===== src/rtl/cla_pkg.sv =====
// ---------------------------------------------------------------------------
// cla_pkg
//   Shared definitions for the carry-lookahead accumulator slice.
//   - state_t      : accumulator control states (IDLE, ACCUM, HOLD)
//   - result_width : width of an adder result (operand width plus carry out)
// ---------------------------------------------------------------------------
package cla_pkg;

  typedef enum logic [1:0] {
    IDLE  = 2'd0,
    ACCUM = 2'd1,
    HOLD  = 2'd2
  } state_t;

  function automatic int result_width(input int operand_width);
    return operand_width + 1;
  endfunction

endpackage


===== src/rtl/carry_lookahead_adder.sv =====
// ---------------------------------------------------------------------------
// carry_lookahead_adder
//   Purely combinational WIDTH-bit adder with a carry-lookahead carry network
//   and no carry in.
// Ports:
//   i_add1   in  WIDTH    first operand
//   i_add2   in  WIDTH    second operand
//   o_result out WIDTH+1  sum, MSB is the carry out
// ---------------------------------------------------------------------------
module carry_lookahead_adder
  import cla_pkg::*;
#(
  parameter int WIDTH = 8
) (
  input  logic [WIDTH-1:0]               i_add1,
  input  logic [WIDTH-1:0]               i_add2,
  output logic [result_width(WIDTH)-1:0] o_result
);

  logic [WIDTH-1:0] gen;
  logic [WIDTH-1:0] prop;
  logic [WIDTH:0]   carry;

  assign gen  = i_add1 & i_add2;
  assign prop = i_add1 ^ i_add2;

  // Every carry is written in flattened lookahead form:
  //   c[i+1] = OR over j<=i of ( g[j] AND p[j+1] AND ... AND p[i] )
  // so no carry depends on a previously computed carry.
  always_comb begin
    logic term;
    logic chain;
    carry    = '0;
    term     = 1'b0;
    chain    = 1'b1;
    for (int i = 0; i < WIDTH; i++) begin
      term = 1'b0;
      for (int j = 0; j <= i; j++) begin
        chain = 1'b1;
        for (int k = j + 1; k <= i; k++) begin
          chain = chain & prop[k];
        end
        term = term | (gen[j] & chain);
      end
      carry[i+1] = term;
    end
  end

  assign o_result = {carry[WIDTH], prop ^ carry[WIDTH-1:0]};

endmodule


===== src/rtl/cla_accumulator.sv =====
// ---------------------------------------------------------------------------
// cla_accumulator
//   Streaming frame accumulator built around one carry_lookahead_adder that
//   sits in the acc -> adder -> acc feedback loop. Operands arrive over a
//   valid/ready handshake; the frame sum, a sticky overflow flag and a
//   saturating beat count leave over a second valid/ready handshake.
// Ports:
//   i_clk      in  1          clock, rising edge
//   i_rst_n    in  1          asynchronous active-low reset
//   i_valid    in  1          operand valid
//   o_ready    out 1          operand can be accepted (depends on state only)
//   i_data     in  WIDTH      operand, zero-extended into the accumulator
//   i_last     in  1          operand is the final beat of its frame
//   o_valid    out 1          frame result valid
//   i_ready    in  1          downstream takes the result
//   o_sum      out ACC_WIDTH  frame sum modulo 2^ACC_WIDTH
//   o_overflow out 1          a carry left ACC_WIDTH somewhere in the frame
//   o_beats    out BEAT_W     beats in the frame, saturating
// ---------------------------------------------------------------------------
module cla_accumulator
  import cla_pkg::*;
#(
  parameter int WIDTH     = 3,
  parameter int ACC_WIDTH = 8,
  parameter int BEAT_W    = 8
) (
  input  logic                 i_clk,
  input  logic                 i_rst_n,
  input  logic                 i_valid,
  output logic                 o_ready,
  input  logic [WIDTH-1:0]     i_data,
  input  logic                 i_last,
  output logic                 o_valid,
  input  logic                 i_ready,
  output logic [ACC_WIDTH-1:0] o_sum,
  output logic                 o_overflow,
  output logic [BEAT_W-1:0]    o_beats
);

  localparam int RES_W = result_width(ACC_WIDTH);
  localparam logic [BEAT_W-1:0] BEATS_MAX = '1;

  state_t                state_q, state_d;
  logic [ACC_WIDTH-1:0]  acc_q, acc_d;
  logic                  ovf_q, ovf_d;
  logic [BEAT_W-1:0]     beats_q, beats_d;
  logic [ACC_WIDTH-1:0]  sum_q, sum_d;
  logic                  ovf_out_q, ovf_out_d;
  logic [BEAT_W-1:0]     beats_out_q, beats_out_d;
  logic                  valid_q, valid_d;

  logic [ACC_WIDTH-1:0]  add_operand;
  logic [RES_W-1:0]      add_result;
  logic [BEAT_W-1:0]     beats_inc;
  logic                  ovf_next;

  assign add_operand = ACC_WIDTH'(i_data);

  carry_lookahead_adder #(
    .WIDTH (ACC_WIDTH)
  ) u_adder (
    .i_add1   (acc_q),
    .i_add2   (add_operand),
    .o_result (add_result)
  );

  assign beats_inc = (beats_q == BEATS_MAX) ? beats_q : beats_q + BEAT_W'(1);
  assign ovf_next  = ovf_q | add_result[ACC_WIDTH];

  // Ready comes from the state register only, so there is no combinational
  // path from i_valid to o_ready.
  assign o_ready = (state_q != HOLD);

  always_comb begin
    state_d     = state_q;
    acc_d       = acc_q;
    ovf_d       = ovf_q;
    beats_d     = beats_q;
    sum_d       = sum_q;
    ovf_out_d   = ovf_out_q;
    beats_out_d = beats_out_q;
    valid_d     = valid_q;
    case (state_q)
      IDLE, ACCUM: begin
        if (i_valid) begin
          acc_d   = add_result[ACC_WIDTH-1:0];
          ovf_d   = ovf_next;
          beats_d = beats_inc;
          if (i_last) begin
            sum_d       = add_result[ACC_WIDTH-1:0];
            ovf_out_d   = ovf_next;
            beats_out_d = beats_inc;
            valid_d     = 1'b1;
            state_d     = HOLD;
          end else begin
            state_d = ACCUM;
          end
        end
      end
      HOLD: begin
        // The running totals are cleared only when the result is taken; the
        // presented outputs keep their values until the next frame ends.
        if (i_ready) begin
          valid_d = 1'b0;
          acc_d   = '0;
          ovf_d   = 1'b0;
          beats_d = '0;
          state_d = IDLE;
        end
      end
      default: begin
        state_d = IDLE;
      end
    endcase
  end

  always_ff @(posedge i_clk or negedge i_rst_n) begin
    if (!i_rst_n) begin
      state_q     <= IDLE;
      acc_q       <= '0;
      ovf_q       <= 1'b0;
      beats_q     <= '0;
      sum_q       <= '0;
      ovf_out_q   <= 1'b0;
      beats_out_q <= '0;
      valid_q     <= 1'b0;
    end else begin
      state_q     <= state_d;
      acc_q       <= acc_d;
      ovf_q       <= ovf_d;
      beats_q     <= beats_d;
      sum_q       <= sum_d;
      ovf_out_q   <= ovf_out_d;
      beats_out_q <= beats_out_d;
      valid_q     <= valid_d;
    end
  end

  assign o_valid    = valid_q;
  assign o_sum      = sum_q;
  assign o_overflow = ovf_out_q;
  assign o_beats    = beats_out_q;

endmodule


===== config.mk =====
export PLATFORM = sky130hd
export DESIGN_NAME = cla_accumulator
export DESIGN_NICKNAME = d
export VERILOG_FILES = /design/src/rtl/cla_pkg.sv /design/src/rtl/carry_lookahead_adder.sv /design/src/rtl/cla_accumulator.sv
export SDC_FILE = /design/constraint.sdc
export NUM_CORES = 1
export LEC_CHECK = 0
export ABC_CLOCK_PERIOD_IN_PS = 2200
export BUFFER_PORTS_ARGS = -buffer_cell sky130_fd_sc_hd__buf_4
export CORE_MARGIN = 5
export CORE_UTILIZATION = 55
export CTS_BUF_LIST = sky130_fd_sc_hd__clkbuf_2 sky130_fd_sc_hd__clkbuf_4 sky130_fd_sc_hd__clkbuf_8
export DETAILED_ROUTE_END_ITERATION = 7
export GPL_TIMING_DRIVEN = 0
export HOLD_SLACK_MARGIN = 0.03
export PLACE_DENSITY = 0.77
export SYNTH_ARGS = -nofsm -noshare
export SYNTH_HDL_FRONTEND = slang
export SYNTH_SLANG_ARGS = --single-unit
export TNS_END_PERCENT = 1

===== constraint.sdc =====
create_clock -name i_clk -period 2.2 [get_ports i_clk]
set_input_delay 0.22 -clock i_clk [delete_from_list [all_inputs] [get_ports i_clk]]
set_output_delay 0.22 -clock i_clk [all_outputs]
set_load 0.03 [all_outputs]

==> parameters.txt <==
Parameter                              Value

Outcome
  Run status ... finished, final reports clean

Layout
  Fraction of final layout cells with drive strength greater than 1 ... 0.263
  Filler cell count ... 312
  Utilization after layout ... 0.673
  Nets ... 236
  Number of cells in the finished layout apart from fillers ... 270
  Area added between synthesis and finish ... 18.4%
  Commonest cells after routing, fill and taps aside ... 37 x sky130_fd_sc_hd__nand2_1, 37 x sky130_fd_sc_hd__dfrtp_1, 28 x sky130_fd_sc_hd__buf_4
  Total inserted antenna cells ... 0

Synth
  Largest cells by area after synthesis ... sky130_fd_sc_hd__dfrtp_1 48%, sky130_fd_sc_hd__nand2_1 7.3%, sky130_fd_sc_hd__o21ai_0 5.0%
  Synthesis-stage register bit count ... 37
  Sequential-to-total area share from yosys stat ... 0.485
  Post-synthesis cell type with the largest combined area ... sky130_fd_sc_hd__dfrtp_1
  Number of different library cells in the post-synthesis netlist ... 45
  Share of the synthesized area in the top cell type ... 0.485
  Combined area of all synthesized cells ... 0.00191 mm^2
  Nets in the synthesized netlist ... 202
  Post-Synthesis Cells ... 189
  Synthesized area per cell ... 10.1 um^2
  Synth Warn # ... 0

Timing
  Post-layout minimum cycle time ... 1.78 ns
  Final worst-path cycle share ... 0.808
  Worst hold slack ... 0.0832 ns
  Pin slew with the least headroom to its limit ... 0.465 ns
  Fin Setup TNS ... 0 ns
  Unrepaired setup endpoints after global routing ... no
  Final number of max-transition violations ... 0
  Clk_skew ... 0.00850 ns
  Tightest slew margin relative to the limit ... 0.690
  Fmax ... 562 MHz
  Final count of negative-setup-slack endpoints ... 0
  Number of hold violations in the final report ... 0

Floorplan
  Starting density of the core ... 0.568
  Die Area ... 0.00475 mm^2
  Die extent in x ... 68.9 um
  Area inside the core boundary ... 0.00336 mm^2
  Die H ... 68.9 um
  I/O pin count ... 27
  Number of standard-cell rows in the floorplan ... 21

Global routing
  Number of antenna violations at the first check in global routing ... 0
  Maximum number of pins on one net before global-route repair ... 38
  Wire length of the first global-routing pass ... 6600 um
  Vias in the first global route ... 1486
  Overall overflow remaining after global route ... 0
  Tot GR Track Use ... 0.191

Worst setup path
  Type of the setup path with the least slack ... flop to flop
  Start of the worst register-to-register path ... acc_q[1]$_DFFE_PN0P_
  Flop2flop setup slack ... 0.42 ns
  Startpoint kind of the worst setup timing path ... flop
  Reg2reg path depth ... 5
  Arrival time worst endpoint ... 2.01 ns
  Required time reported for the critical path endpoint ... 2.43 ns
  Critical path endpoint category ... flop
  Capture point of the worst reg-to-reg path ... o_overflow$_DFFE_PN0P_
  Crit-path max FO ... 8

Clock tree
  Worst-case clock buffer depth ... 2
  Clock buffers created by TritonCTS ... 5
  Post-cts gate resize count ... 0
  Setup Buffers After CTS ... 0
  Count of clock tree sinks ... 37
  Clock slew at reported path FFs ... 0.11 ns
  Clock latency reported for the late side of the worst-skew pair ... 0.34 ns
  # H-tree levels ... 2
  Clock root buffer ... sky130_fd_sc_hd__clkbuf_4
  CTS tree ... built
  CTS Hold Bufs ... 1

Pwr
  Cell Pwr Density ... 1060 mW/mm^2
  Worst ir drop on vdd ... 806 uV
  Design Power ... 2400 uW
  Pleak ... 0.00105 uW

Routing
  Post-route DRC ... 0
  Vias per cell ... 5.57
  Vias ... 1505
  Residual antenna-violating net count after detailed routing ... 0
  Number of DRC markers after the initial detailed-route iteration ... 60
  Iteration count of the initial detailed-routing pass ... 5
  Final wirelength ... 3800 um
  DR WL/cell ... 14.1 um

Hold path
  Hold endpoint ... state_q[0]$_DFFE_PN0P_
  Min-delay src ... i_valid
  Hold Path Stages ... 2
  Worst min-delay path category ... input pin to flop

Placement
  Estimated wirelength of the detail-placed design ... 2810 um
  PortBufs ... 26
  Routability Congestion ... 0.800
  Placed Cells incl. Taps ... 261

Job
  Max_cap viols ... 0
## state kept, by name, summed over array words and instances, names as in the netlist
register    flops
acc_q           8
beats_q         8
o_beats         8
o_overflow      1
o_sum           8
o_valid         1
ovf_q           1
state_q         2
## critical path: stages, from the launching register on
cell,delay (ns)
sky130_fd_sc_hd__dfrtp_1,0.43
sky130_fd_sc_hd__ha_1,0.33
sky130_fd_sc_hd__a211oi_4,0.46
sky130_fd_sc_hd__nor2_1,0.16
sky130_fd_sc_hd__a31oi_1,0.20
sky130_fd_sc_hd__a21oi_1,0.08
## how the worst max path moves through the flow
stage,from,end,slack (ns),depth (start not counted)
floorplan,acc_q[1]$_DFFE_PN0P_,o_overflow$_DFFE_PN0P_,0.59,5
global placement,acc_q[1]$_DFFE_PN0P_,o_overflow$_DFFE_PN0P_,0.47,5
detailed placement,acc_q[1]$_DFFE_PN0P_,o_overflow$_DFFE_PN0P_,0.45,5
CTS,acc_q[1]$_DFFE_PN0P_,o_overflow$_DFFE_PN0P_,0.43,5
global route,acc_q[1]$_DFFE_PN0P_,o_overflow$_DFFE_PN0P_,0.32,5
finish,acc_q[1]$_DFFE_PN0P_,o_overflow$_DFFE_PN0P_,0.42,5
## cell usage after synthesis, drive strengths merged
master	number
a211oi	2
a21o	1
a21oi	5
a22o	1
a311oi	3
a31oi	3
a32o	1
a41oi	1
and2	1
and3	8
and3b	1
and4	1
buf	8
clkbuf	1
dfrtp	37
fa	1
ha	4
mux2	1
mux2i	5
nand2	38
nand2b	3
nand3	9
nand3b	1
nand4	1
nor2	13
nor2b	1
nor3	4
nor3b	2
nor4	1
o211ai	2
o21ai	20
o311ai	1
o31ai	2
xnor2	6
## cell families (layout without fill, tap and decap cells)
| kind of cell | after synthesis | in the layout | share of synthesized area |
|---|---|---|---|
| and+or+nand+nor | 84 | 84 | 0.227 |
| AOI/OAI and AO/OA | 42 | 42 | 0.155 |
| DFF | 37 | 37 | 0.485 |
| buffers and inverters | 9 | 44 | 0.0373 |
| xor gates and xnor gates | 6 | 6 | 0.0275 |
| muxes | 6 | 6 | 0.0321 |
| adders and majority gates | 5 | 5 | 0.0367 |
## through the flow
step,cell area [um^2],setup WS (ns)
6_report,2260,0.422
5_1_grt,2260,0.321
4_1_cts,2260,0.429
3_5_place_dp,2160,0.452
3_3_place_gp,2160,0.475
2_1_floorplan,1910,0.586
## report_power, final
group	total, uW	internal (uW)	switching [uW]
Clock	496	270	226
Combinational	910	358	552
Sequential	990	854	136
## area by class of cell
type	count	area, um^2	area share
flip-flops and latches	37	926	0.409
multi-input cells	143	913	0.404
repair buffers	27	205	0.0907
plain buffers	9	71.3	0.0315
well taps	46	57.6	0.0254
clock buffers	6	51.3	0.0227
clock inverters	2	37.5	0.0166
## metal layers
metal	track usage	up-vias	part of all wire
met1	0.244	733	0.44
met4	0.0852	0	0.013
met5	0	-	0
met3	0.0405	5	0.048
li1	-	737	-
met2	0.312	30	0.49
No activity file was read; power rests on OpenSTA's default activity.
